$ cat src/rtl/aes_bist_pkg.sv
// Shared types and constants for the AES BIST run controller.
// Holds the controller state encoding and the default golden MISR signature.
package aes_bist_pkg;

    typedef enum logic [2:0] {
        IDLE    = 3'd0,
        LOAD    = 3'd1,
        WAIT    = 3'd2,
        COMPACT = 3'd3,
        SETTLE  = 3'd4,
        CHECK   = 3'd5,
        DONE    = 3'd6
    } bist_state_e;

    localparam logic [7:0] GOLDEN_SIG_DEFAULT = 8'hC0;

endpackage

$ cat src/rtl/aes_bist_ctrl.sv
// Sequences one AES BIST run: load, wait for the core, compact, then compare the MISR signature.
// All outputs are registered from the next-state decode, so none depends combinationally on an input.
module aes_bist_ctrl
    import aes_bist_pkg::*;
#(
    parameter int unsigned LOAD_CYCLES    = 32,
    parameter int unsigned COMPACT_CYCLES = 16,
    parameter int unsigned NUM_BLOCKS     = 4,
    parameter int unsigned TIMEOUT        = 255,
    parameter logic [7:0]  GOLDEN_SIG     = GOLDEN_SIG_DEFAULT
) (
    input  logic       clk,
    input  logic       rst,
    input  logic       start,
    input  logic       aes_done,
    input  logic [7:0] signature,
    output logic       bist_en,
    output logic       aes_start,
    output logic       busy,
    output logic       done,
    output logic       pass,
    output logic       fail,
    output logic       timeout
);

    localparam int unsigned PH_MAX = (LOAD_CYCLES > COMPACT_CYCLES) ? LOAD_CYCLES : COMPACT_CYCLES;
    localparam int unsigned PH_W   = $clog2(PH_MAX + 1);
    localparam int unsigned WD_W   = $clog2(TIMEOUT + 1);
    localparam int unsigned BLK_W  = $clog2(NUM_BLOCKS + 1);

    localparam logic [PH_W-1:0]  LOAD_LAST    = PH_W'(LOAD_CYCLES - 1);
    localparam logic [PH_W-1:0]  COMPACT_LAST = PH_W'(COMPACT_CYCLES - 1);
    localparam logic [WD_W-1:0]  WD_LAST      = WD_W'(TIMEOUT);
    localparam logic [BLK_W-1:0] BLK_LAST     = BLK_W'(NUM_BLOCKS - 1);

    bist_state_e      state_q, state_d;
    logic [PH_W-1:0]  phase_q, phase_d;
    logic [WD_W-1:0]  wdog_q, wdog_d;
    logic [BLK_W-1:0] blk_q, blk_d;
    logic             bist_en_q, bist_en_d;
    logic             aes_start_q, aes_start_d;
    logic             busy_q, busy_d;
    logic             done_q, done_d;
    logic             pass_q, pass_d;
    logic             fail_q, fail_d;
    logic             timeout_q, timeout_d;
    logic             sig_match;

    assign sig_match = (signature == GOLDEN_SIG);

    always_ff @(posedge clk or negedge rst) begin
        if (!rst) begin
            state_q     <= IDLE;
            phase_q     <= '0;
            wdog_q      <= '0;
            blk_q       <= '0;
            bist_en_q   <= 1'b0;
            aes_start_q <= 1'b0;
            busy_q      <= 1'b0;
            done_q      <= 1'b0;
            pass_q      <= 1'b0;
            fail_q      <= 1'b0;
            timeout_q   <= 1'b0;
        end else begin
            state_q     <= state_d;
            phase_q     <= phase_d;
            wdog_q      <= wdog_d;
            blk_q       <= blk_d;
            bist_en_q   <= bist_en_d;
            aes_start_q <= aes_start_d;
            busy_q      <= busy_d;
            done_q      <= done_d;
            pass_q      <= pass_d;
            fail_q      <= fail_d;
            timeout_q   <= timeout_d;
        end
    end

    always_comb begin
        state_d   = state_q;
        phase_d   = phase_q;
        wdog_d    = wdog_q;
        blk_d     = blk_q;
        pass_d    = pass_q;
        fail_d    = fail_q;
        timeout_d = timeout_q;

        case (state_q)
            IDLE: begin
                if (start) begin
                    state_d = LOAD;
                    blk_d   = '0;
                end
            end
            LOAD: begin
                if (phase_q == LOAD_LAST) state_d = WAIT;
                else                      phase_d = phase_q + 1'b1;
            end
            WAIT: begin
                // aes_done takes priority over an expiring watchdog in the same cycle
                if (aes_done) begin
                    state_d = COMPACT;
                end else if (wdog_q == WD_LAST) begin
                    state_d   = DONE;
                    timeout_d = 1'b1;
                    fail_d    = 1'b1;
                end else begin
                    wdog_d = wdog_q + 1'b1;
                end
            end
            COMPACT: begin
                if (phase_q == COMPACT_LAST) begin
                    if (blk_q < BLK_LAST) begin
                        state_d = LOAD;
                        blk_d   = blk_q + 1'b1;
                    end else begin
                        state_d = SETTLE;
                    end
                end else begin
                    phase_d = phase_q + 1'b1;
                end
            end
            SETTLE: state_d = CHECK;
            CHECK: begin
                state_d = DONE;
                pass_d  = sig_match;
                fail_d  = !sig_match;
            end
            DONE:    state_d = DONE;
            default: state_d = IDLE;
        endcase

        if (state_d != state_q) begin
            phase_d = '0;
            wdog_d  = '0;
        end

        bist_en_d   = (state_d == LOAD) || (state_d == COMPACT);
        aes_start_d = (state_d == LOAD) && (state_q != LOAD);
        busy_d      = (state_d != IDLE) && (state_d != DONE);
        done_d      = (state_d == DONE);
    end

    assign bist_en   = bist_en_q;
    assign aes_start = aes_start_q;
    assign busy      = busy_q;
    assign done      = done_q;
    assign pass      = pass_q;
    assign fail      = fail_q;
    assign timeout   = timeout_q;

endmodule

$ cat config.mk
export PLATFORM = sky130hd
export DESIGN_NAME = aes_bist_ctrl
export DESIGN_NICKNAME = d
export VERILOG_FILES = /design/src/rtl/aes_bist_pkg.sv /design/src/rtl/aes_bist_ctrl.sv
export SDC_FILE = /design/constraint.sdc
export NUM_CORES = 1
export LEC_CHECK = 0
export CORE_MARGIN = 2
export CORE_UTILIZATION = 49
export CTS_CLUSTER_DIAMETER = 80
export DETAILED_ROUTE_END_ITERATION = 12
export HOLD_SLACK_MARGIN = 0.12
export PLACE_DENSITY = 0.74
export SKIP_CTS_REPAIR_TIMING = 1
export SYNTH_ARGS = -nofsm -noshare
export SYNTH_HDL_FRONTEND = slang
export SYNTH_SLANG_ARGS = --single-unit
export TNS_END_PERCENT = 5
$ cat constraint.sdc
create_clock -name clk -period 1.81 [get_ports clk]
set_input_delay 0.4525 -clock clk [delete_from_list [all_inputs] [get_ports clk]]
set_output_delay 0.4525 -clock clk [all_outputs]
set_load 0.03 [all_outputs]
==> results of run 1 <==
==> state kept, by name (all words and copies together) (netlist names) <==
signal	cells
pass	1
aes_start	1
state_q	3
blk_q	3
busy	1
wdog_q	8
bist_en	1
done	1
phase_q	6
timeout	1
fail	1
==> layout make-up <==
| type | count | area (sq um) | share of cell area (%) |
|---|---|---|---|
| multi-input cells | 113 | 835 | 39.0 |
| flip-flops and latches | 27 | 676 | 31.6 |
| repair buffers | 58 | 523 | 24.5 |
| well taps | 44 | 55.1 | 2.57 |
| clock buffers | 3 | 22.5 | 1.05 |
| inverters | 6 | 22.5 | 1.05 |
| clock inverters | 1 | 5.00 | 0.234 |
==> report_power, final <==
part           total [W]  internal, W  switching (W)
clock           0.000267    0.0000833       0.000184
combinational    0.00104     0.000555       0.000486
sequential      0.000823     0.000723      0.0000999
total            0.00213      0.00136       0.000769
==> synth_stat cells, types with 2 or more instances <==
master and number:
dfrtp_1 27, nor3_1 15, and3_1 8, xor2_1 8
nand3_1 7, o211ai_1 7, inv_1 5, mux2i_1 5
nand2_1 5, o21ai_0 5, a21oi_1 4, buf_2 4
nand4_1 4, nor2_1 4, nor4_1 4, buf_6 3
ha_1 3, nand2b_1 3, o31ai_1 3, and2_1 2
mux2_2 2, nand4b_1 2, o32a_1 2, or2_2 2
or3_1 2
==> routing by layer <==
layer	share of wire (%)	vias up	global-route usage, %
li1	-	681	-
met1	41	707	28.2
met2	53	34	40.7
met3	3.8	9	4.69
met4	2.5	0	10.6
met5	0	-	0
==> logic make-up after synthesis <==
family	synth area share, %
compound gates	13.2
simple gates	26.6
flops	43.2
mux	4.64
fa+ha+maj	2.40
xor+xnor	5.04
buf+inv	4.88
==> path summary, 6_finish.rpt <==
path | cells past startpoint | startpoint | endpoint
hold / removal | 2 | rst | pass$_DFFE_PN0N_
setup / recovery | 7 | phase_q[0]$_DFFE_PN0P_ | wdog_q[5]$_DFFE_PN0P_
setup reg to reg | 7 | phase_q[0]$_DFFE_PN0P_ | wdog_q[5]$_DFFE_PN0P_
max in group asynchronous | 2 | rst | phase_q[0]$_DFFE_PN0P_
hold reg to reg | 1 | timeout$_DFFE_PN0P_ | timeout$_DFFE_PN0P_
min in group clk | 1 | timeout$_DFFE_PN0P_ | timeout$_DFFE_PN0P_
==> through the flow <==
| step | setup WS [ps] | power [W] | util [%] | setup TNS [ps] | hold slack [ps] |
|---|---|---|---|---|---|
| final | -101 | 0.00213 | 70.0 | -1490 | 456 |
| after global routing | -199 | 0.00228 | 70.0 | -3120 | 499 |
| after CTS | -159 | 0.00211 | 68.2 | -1540 | 468 |
| after detailed placement | -258 | 0.00183 | 67.3 | -3170 | 478 |
| after global placement | -230 | 0.00178 | 67.3 | -2570 | 450 |
| after floorplan | 1.55 | 0.00133 | - | 0 | 157 |
==> results.py, run 1 <==
metrics = {
    "yosys": {
        "synth_ff_type": "dfrtp_1",
        "postSynthAreaPerCell_sq_um": 10.2,
        "syn_nets": 168,
        "synth_seq_cells": 27,
        "yosys.area.top_type_share_pct": 43.2,
        "yosys-top-cells-area": "dfrtp_1 (43%), nor3_1 (4.8%), xor2_1 (4.5%)",
        "ys_seq_area_share_pct": 43.2,
        "mappedNetlistArea_sq_mm": 0.00156,
        "ys_async_sr_fraction_pct": 100,
        "synth_top_area_cell": "dfrtp_1",
        "synth_warnings": 0,
        "synthCells": 153,
        "synth.distinct_cells": 42,
        "synth_edf_count": 0,
    },
    "sta": {
        "worst_pin_slew_ps": 419,
        "fmax_mhz": 523,
        "period_share_pct": 106,
        "clock_skew_ps": 12.2,
        "fin_crit_ps": 1910,
        "setup_violations": 17,
        "maxSlewViolCount": 0,
        "postLayoutSetupSlackWorst_ps": -101,
        "hold_violations": 0,
        "relSlewSlack_pct": 72.1,
        "rsz0062_at_grt": "yes",
    },
    "cells_and_area": {
        "final_cell_mix": "buf_4 (38), dfrtp_1 (27), nor3_1 (15)",
        "layout-drive-gt1-share_pct": 27.9,
        "layout_commonest_cell": "buf_4",
        "nFillCells": 233,
        "final_cell_area_sq_mm": 0.00214,
        "stdcell_count": 252,
        "diodes": 0,
        "syn_to_final_growth_pct": 36.7,
        "layout.nets": 224,
    },
    "cts": {
        "htreeDepth": 1,
        "root_buffer": "clkbuf_4",
        "clock_insertion_delay_worst_skew_ps": 340,
        "clk_pin_slew_ps": 150,
        "cts_buffers": 3,
        "cts_max_path_buffers": 2,
        "cts.sinks": 27,
        "cts_tree": "built",
    },
    "die": {
        "num_rows": 20,
        "core_sq_mm": 0.00305,
        "initial_core_util_pct": 51.2,
        "dieArea_sq_mm": 0.00366,
        "die_height_um": 60.5,
        "io_pins": 19,
        "die_w_um": 60.5,
    },
    "drt": {
        "final_antenna_net_count": 0,
        "drt-vias-per-instance": 5.68,
        "vias": 1431,
        "first_iter_violations": 56,
        "route.detailed.drc": 0,
        "drtPass1Iterations": 4,
        "drt-total-wl_um": 3800,
        "wl_per_cell_um": 15.1,
    },
    "setup_path": {
        "path_buf_inv": 2,
        "critPathSlowestCell": "or4_4",
        "path_cells": "ha_2 > nand4b_1 > buf_4 > or4_4 > a21oi_4 > buf_12 > nor3_1",
        "startpoint_type": "flip-flop",
        "end_kind": "flip-flop",
        "crit_family": "simple AND/OR/NAND/NOR gates",
        "worst-r2r-setup-slack_ps": -100,
        "worst-setup-path-type": "flip-flop to flip-flop",
        "path_max_fanout": 14,
        "arrival_ps": 2150,
        "required_ps": 2040,
        "cpPeakStageDelay_ps": 450,
    },
    "grt": {
        "overflow": 0,
        "antenna_found_initial": 0,
        "first_global_vias": 1415,
        "grt_util_all_layers_pct": 23.5,
        "grt_max_degree": 28,
        "grt_pass1_wl_um": 6370,
    },
    "outcome": {
        "status": "complete, but fails checks",
        "failed_checks": "negative setup slack",
    },
    "power_and_ir_drop": {
        "power.leakage_nw": 1.05,
        "peakVddDrop_mv": 0.634,
        "powerDensity_mw_per_mm2": 996,
    },
    "place": {
        "globalplace.congestion": 0.858,
        "dp_hpwl_um": 2830,
        "io_buffers": 18,
        "dpl.cell_count": 246,
        "place_area_sq_mm": 0.00206,
    },
    "worst_hold_path": {
        "hold_class": "input port to asynchronous set/reset pin",
    },
    "flow_run": {
        "maxCapViolCount": 0,
    },
}
Note: power is estimated with default switching activity, not from simulation.
==> run 2, diff against run 1 <==
--- a/config.mk
+++ b/config.mk
@@ -7,6 +7,7 @@
 export LEC_CHECK = 0
 export CORE_MARGIN = 2
 export CORE_UTILIZATION = 49
+export CTS_BUF_LIST = sky130_fd_sc_hd__clkbuf_8 sky130_fd_sc_hd__clkbuf_16
 export CTS_CLUSTER_DIAMETER = 80
 export DETAILED_ROUTE_END_ITERATION = 12
 export HOLD_SLACK_MARGIN = 0.12
==> run 2 against run 1 <==
Net effect:
- the run still ends with negative setup slack left
- final area is 0.18% lower
- largest cell class unchanged
- combinational power hardly changed
- highest routed layer unchanged
- die area is the same
- global-route usage fell by 0.22 points
- worst setup slack gained 5.8 ps
- register-to-register slack is essentially flat
- cell count is the same
==> results.py, run 2 (synthesized netlist as in run 1, its figures left out) <==
metrics = {
    "outcome": {
        "status": "complete, but fails checks",
        "failed_checks": "negative setup slack",
    },
    "flow_run": {
        "maxCapViolCount": 0,
    },
    "drt": {
        "drt-vias-per-instance": 5.65,
        "final_antenna_net_count": 0,
        "wl_per_cell_um": 14.9,
        "vias": 1425,
        "route.detailed.drc": 0,
        "drt-total-wl_um": 3760,
        "drtPass1Iterations": 5,
        "first_iter_violations": 73,
    },
    "worst_hold_path": {
        "min_delay_path_depth": 1,
        "hold_class": "flip-flop to flip-flop",
        "holdCritStartpoint": "timeout$_DFFE_PN0P_",
        "holdPathEnd": "timeout$_DFFE_PN0P_",
    },
    "die": {
        "num_rows": 20,
        "dieArea_sq_mm": 0.00366,
        "core_sq_mm": 0.00305,
        "initial_core_util_pct": 51.2,
        "die_height_um": 60.5,
        "io_pins": 19,
        "die_w_um": 60.5,
    },
    "setup_path": {
        "required_ps": 1960,
        "startpoint_type": "flip-flop",
        "reg2reg_depth": 7,
        "crit-reg2reg-launch": "phase_q[1]$_DFFE_PN0P_",
        "end_kind": "flip-flop",
        "path_max_fanout": 14,
        "worst-setup-path-type": "flip-flop to flip-flop",
        "worst-r2r-setup-slack_ps": -100,
        "arrival_ps": 2060,
        "r2r-end": "wdog_q[7]$_DFFE_PN0P_",
    },
    "sta": {
        "hold_ws_ps": 504,
        "clock_skew_ps": 5.51,
        "rsz0062_at_grt": "yes",
        "period_share_pct": 105,
        "hold_violations": 0,
        "fin_crit_ps": 1910,
        "maxSlewViolCount": 0,
        "worst_pin_slew_ps": 400,
        "setup_violations": 17,
        "relSlewSlack_pct": 73.3,
        "postLayoutSetupSlackWorst_ps": -95.4,
        "fmax_mhz": 525,
    },
    "place": {
        "globalplace.congestion": 0.858,
        "io_buffers": 18,
        "dpl.cell_count": 246,
        "dp_hpwl_um": 2830,
    },
    "grt": {
        "met1_usage_pct": 28.9,
        "grt_pass1_wl_um": 6400,
        "grt_util_all_layers_pct": 23.3,
        "first_global_vias": 1410,
        "overflow": 0,
        "gr-usage-met3_pct": 3.41,
        "antenna_found_initial": 0,
        "grt_max_degree": 28,
        "grt_most_used_layer": "met2",
        "use_met2_pct": 41.1,
    },
    "cells_and_area": {
        "layout_commonest_cell": "buf_4",
        "diodes": 0,
        "layout-drive-gt1-share_pct": 27.4,
        "largest_reg_flops": 8,
        "reg_top3": "wdog_q (8), phase_q (6)",
        "regMostFlops": "wdog_q",
        "final_cell_mix": "buf_4 (38), dfrtp_1 (27), clkdlybuf4s50_1 (17)",
        "syn_to_final_growth_pct": 36.5,
        "layout.nets": 224,
        "stdcell_count": 252,
    },
    "power_and_ir_drop": {
        "p_switching_w": 0.000766,
        "p_clk_share_pct": 15.5,
        "power.leakage_nw": 1.00,
        "p_comb_share_pct": 47.1,
        "powerDensity_mw_per_mm2": 1030,
        "p_seq_share_pct": 37.4,
        "peakVddDrop_mv": 0.607,
        "finalPower_w": 0.00220,
        "internal_power_w": 0.00143,
        "p_sw_share_pct": 34.9,
    },
    "cts": {
        "htreeDepth": 1,
        "cts_buffers": 3,
        "root_buffer": "clkbuf_8",
        "cts_max_path_buffers": 2,
        "cts.sinks": 27,
        "clock_insertion_delay_worst_skew_ps": 270,
        "clk_pin_slew_ps": 90,
        "cts_tree": "built",
    },
}
## run 2: cell count changes in the layout (fill, tap and decap cells not counted)
cell / previous run / this run
clkdlybuf4s50_1: 11 / 17
clkbuf_4: 3 / 0
dlymetal6s2s_1: 7 / 1
clkbuf_8: 0 / 3
o311ai_1: 0 / 1
o311ai_2: 1 / 0
## run 2: per-layer routing
metal / up-vias / wire length (um)
li1: 681 / -
met3: 8 / 164
met2: 42 / 1990
met1: 694 / 1530
met4: 0 / 70
met5: - / 0
## run 2: per-stage QoR
| step | util [%] | setup WS (ps) | cell area (sq um) | setup TNS [ps] |
|---|---|---|---|---|
| 6_report | 69.9 | -95.4 | 2130 | -1390 |
| 3_5_place_dp | 67.3 | -258 | 2060 | -3170 |
| 2_1_floorplan | - | 1.55 | 1560 | 0 |
| 4_1_cts | 68.9 | -153 | 2100 | -1220 |
| 3_3_place_gp | 67.3 | -230 | 2060 | -2570 |
| 5_1_grt | 69.9 | -188 | 2130 | -2960 |
## run 2: power by group through the flow
stage | clock network (W) | registers [W] | logic, W
floorplan | 0 | 0.000847 | 0.000487
global placement | 0 | 0.000823 | 0.000953
detailed placement | 0 | 0.000832 | 0.00100
CTS | 0.000351 | 0.000819 | 0.00101
global route | 0.000375 | 0.000835 | 0.00115
finish | 0.000340 | 0.000823 | 0.00103
## run 2: layout make-up
type	instances	area [sq um]
Clock inverter	1	5.00
Timing Repair Buffer	58	508
Tap cell	44	55.1
Sequential cell	27	676
Fill cell	231	918
Inverter	6	22.5
Multi-Input combinational cell	113	827
Clock buffer	3	41.3
## run 2: worst max-delay path: stages, from the launching register on
cell	delay [ps]
dfrtp_1	360
ha_2	190
nand4b_1	200
buf_4	210
or4_4	450
a21oi_4	170
buf_12	150
nor4b_2	50
## run 2: worst max-delay path by stage
stage                     cells after the start                    end  slack, ps                   start
after floorplan                               6   blk_q[0]$_DFFE_PN0P_          2  phase_q[0]$_DFFE_PN0P_
after global placement                        5   blk_q[0]$_DFFE_PN0P_       -230                aes_done
after detailed placement                      5   blk_q[0]$_DFFE_PN0P_       -260                aes_done
after CTS                                     6   blk_q[0]$_DFFE_PN0P_       -150  phase_q[0]$_DFFE_PN0P_
after global routing                          7  wdog_q[7]$_DFFE_PN0P_       -190  phase_q[0]$_DFFE_PN0P_
final                                         7  wdog_q[7]$_DFFE_PN0P_       -100  phase_q[1]$_DFFE_PN0P_
==> edit (flow settings as in run 2) <==
Add an input register stage for `start`, `aes_done` and `signature`, without a reset; this delays them by one clock. Comments in the files are not updated.
--- a/src/rtl/aes_bist_ctrl.sv
+++ b/src/rtl/aes_bist_ctrl.sv
@@ -33,6 +33,16 @@
     localparam logic [WD_W-1:0]  WD_LAST      = WD_W'(TIMEOUT);
     localparam logic [BLK_W-1:0] BLK_LAST     = BLK_W'(NUM_BLOCKS - 1);
 
+    logic start_q;
+    logic aes_done_q;
+    logic [7:0] signature_q;
+
+    always_ff @(posedge clk) begin
+        start_q     <= start;
+        aes_done_q  <= aes_done;
+        signature_q <= signature;
+    end
+
     bist_state_e      state_q, state_d;
     logic [PH_W-1:0]  phase_q, phase_d;
     logic [WD_W-1:0]  wdog_q, wdog_d;
@@ -46,7 +56,7 @@
     logic             timeout_q, timeout_d;
     logic             sig_match;
 
-    assign sig_match = (signature == GOLDEN_SIG);
+    assign sig_match = (signature_q == GOLDEN_SIG);
 
     always_ff @(posedge clk or negedge rst) begin
         if (!rst) begin
@@ -87,7 +97,7 @@
 
         case (state_q)
             IDLE: begin
-                if (start) begin
+                if (start_q) begin
                     state_d = LOAD;
                     blk_d   = '0;
                 end
@@ -98,7 +108,7 @@
             end
             WAIT: begin
                 // aes_done takes priority over an expiring watchdog in the same cycle
-                if (aes_done) begin
+                if (aes_done_q) begin
                     state_d = COMPACT;
                 end else if (wdog_q == WD_LAST) begin
                     state_d   = DONE;
Behaviour: not the same (Yosys sat finds a counterexample within 4 cycles, from zero or initial values and one cycle with rst low).
==> edit against run 2 <==
- the run still ends with setup timing left
- combinational power is 27% lower
- total power rose by 15%
- synthesized area up 6.2%
- sequential cell count is 10 higher
- wire length is 16% lower
- worst setup slack better by 0.049 ns
- cell area hardly changed
- critical endpoint is now blk_q[0]
- largest cell class is now flip-flops and latches
==> edit: results (changes against run 2) <==
- Violated checks: setup timing (unchanged)
- Total sequential power: 1.07 mW (was 0.823 mW)
- GRT Resource Usage Total: 18.0% (was 23.3%)
- CTS Buf Count: 5 (was 3)
- CP Data Arrival Time: 2.04 ns (was 2.06 ns)
- Seq/Total Area, Yosys: 52.8% (was 43.2%)
- First-pass GRT wire length: 5460 um (was 6400 um)
- Pin count of the biggest net entering global routing: 28 (unchanged)
- DR vias/cell: 5.14 (was 5.65)
- Grt met3 use: 5.62% (was 3.41%)
- Latest clock arrival within the worst-skew pair: 0.29 ns (was 0.27 ns)
- CP peak stage delay: 0.60 ns (was 0.45 ns)
- Reg2Reg Depth: 5 (was 7)
- Delay-heaviest family, CP: simple AND/OR/NAND/NOR gates (unchanged)
- Dominant cells by area after synthesis: dfrtp_1 (41%), dfxtp_1 (12%), nor2_1 (4.7%) (was dfrtp_1 (43%), nor3_1 (4.8%), xor2_1 (4.5%))
- Reg2Reg Launch Point: state_q[2] (was phase_q[1])
- Non-filler instance count after layout: 232 (was 252)
- CP Class: reg2reg (unchanged)
- Grt ovf: 0 (unchanged)
- DR WL met2: 1660 um (was 1990 um)
- P_comb: 0.755 mW (was 1.03 mW)
- Net Switching: 0.786 mW (was 0.766 mW)
- Antenna violations before repair: 0 (unchanged)
- Met1 Wirelength: 1360 um (was 1530 um)
- Drt total wl: 3160 um (was 3760 um)
- Final setup margin: -0.0460 ns (was -0.0954 ns)
- VDD IR max: 0.000762 V (was 0.000607 V)
- Synth Net Count: 164 (was 168)
- Hold_sp: timeout (unchanged)
- Mapped Cells: 149 (was 153)
- Gpl congestion: 0.914 (was 0.858)
- Synth async-reset ratio: 73.0% (was 100%)
- CP endpoint: blk_q[0] (was wdog_q[7])
- Max FO, Critical Path: 4 (was 14)
- Clk_skew: 0.00717 ns (was 0.00551 ns)
- 1st-iter DRT viols: 31 (was 73)
- Synthesis Warnings: 0 (unchanged)
- Most frequent cells after synthesis: dfrtp_1 (27), nor2_1 (21), dfxtp_1 (10) (was dfrtp_1 (27), nor3_1 (15), and3_1 (8), xor2_1 (8))
- CP max-delay cell: or4b_4 (was or4_4)
- Synth cell types: 48 (was 42)
- Status: finished, violations left (unchanged)
- TritonRoute pass-1 iters: 4 (was 5)
- Cell area after placement: 2000 sq um (was 2060 sq um)
- Top flop regs: signature_q (8), wdog_q (8), phase_q (6) (was wdog_q (8), phase_q (6))
- Clk root buf: clkbuf_8 (unchanged)
- Clock transition at path regs: 0.07 ns (was 0.09 ns)
- Final setup viols: 2 (was 17)
- Leakage: 0.943 nW (was 1.00 nW)
- Final nets: 200 (was 224)
- Routing usage on met2: 29.6% (was 41.1%)
- Worst Max-Slew Pin Slew: 0.399 ns (was 0.400 ns)
- Routed wl met3: 102 um (was 164 um)
- Max layer used: met4 (unchanged)
- Vias in the first global route: 1213 (was 1410)
- Hpwl dp: 2280 um (was 2830 um)
- GR Util met1: 22.2% (was 28.9%)
- Dpl cells: 224 (was 246)
- H-tree Lvls: 2 (was 1)
- Layout cell share with drive strength beyond 1: 19.9% (was 27.4%)
- Fill count: 256 (was 231)
==> edit: changes by cell type after synthesis, sizes merged, moves of 5 or more <==
cell,before,now
and3,9,1
buf,7,2
dfxtp,0,10
nor2,4,22
nor3,15,5
o211ai,7,1
xnor2,1,8
xor2,8,3
==> edit: per-stage QoR <==
stage	TNS, ns	hold slack (ns)	util, %	power (mW)	worst slack (ns)
global route	-0.283	0.503	65.0	2.68	-0.0801
floorplan	0	0.157	-	1.55	0.00613
global placement	0	0.449	60.9	1.78	0.0128
detailed placement	-0.0589	0.451	60.9	1.82	-0.0298
CTS	-0.127	0.470	64.3	2.53	-0.0469
finish	-0.0898	0.462	65.0	2.52	-0.0460
==> edit: logic make-up (layout without fill, tap and decap cells) <==
family | after synthesis | count (layout) | synth area share, %
xor+xnor | 11 | 11 | 5.80
flops | 37 | 37 | 52.8
simple gates | 59 | 59 | 20.3
compound gates | 25 | 25 | 13.0
buf+inv | 10 | 47 | 2.94
mux | 4 | 4 | 3.01
fa+ha+maj | 3 | 3 | 2.26
==> edit: worst min-delay path by stage <==
stage	endpoint	slack, ns	cells past startpoint
after floorplan	aes_start	0.16	0
after global placement	timeout	0.45	1
after detailed placement	timeout	0.45	1
after CTS	timeout	0.47	1
after global routing	timeout	0.50	1
final	timeout	0.46	1
==> edit: cell type report <==
| type | instances | area [sq um] | share of cell area [%] |
|---|---|---|---|
| Clock inverter | 3 | 42.5 | 1.99 |
| Multi-Input combinational cell | 102 | 757 | 35.5 |
| Inverter | 5 | 18.8 | 0.880 |
| Sequential cell | 37 | 876 | 41.1 |
| Timing Repair Buffer | 34 | 313 | 14.7 |
| Tap cell | 46 | 57.6 | 2.70 |
| Clock buffer | 5 | 68.8 | 3.23 |
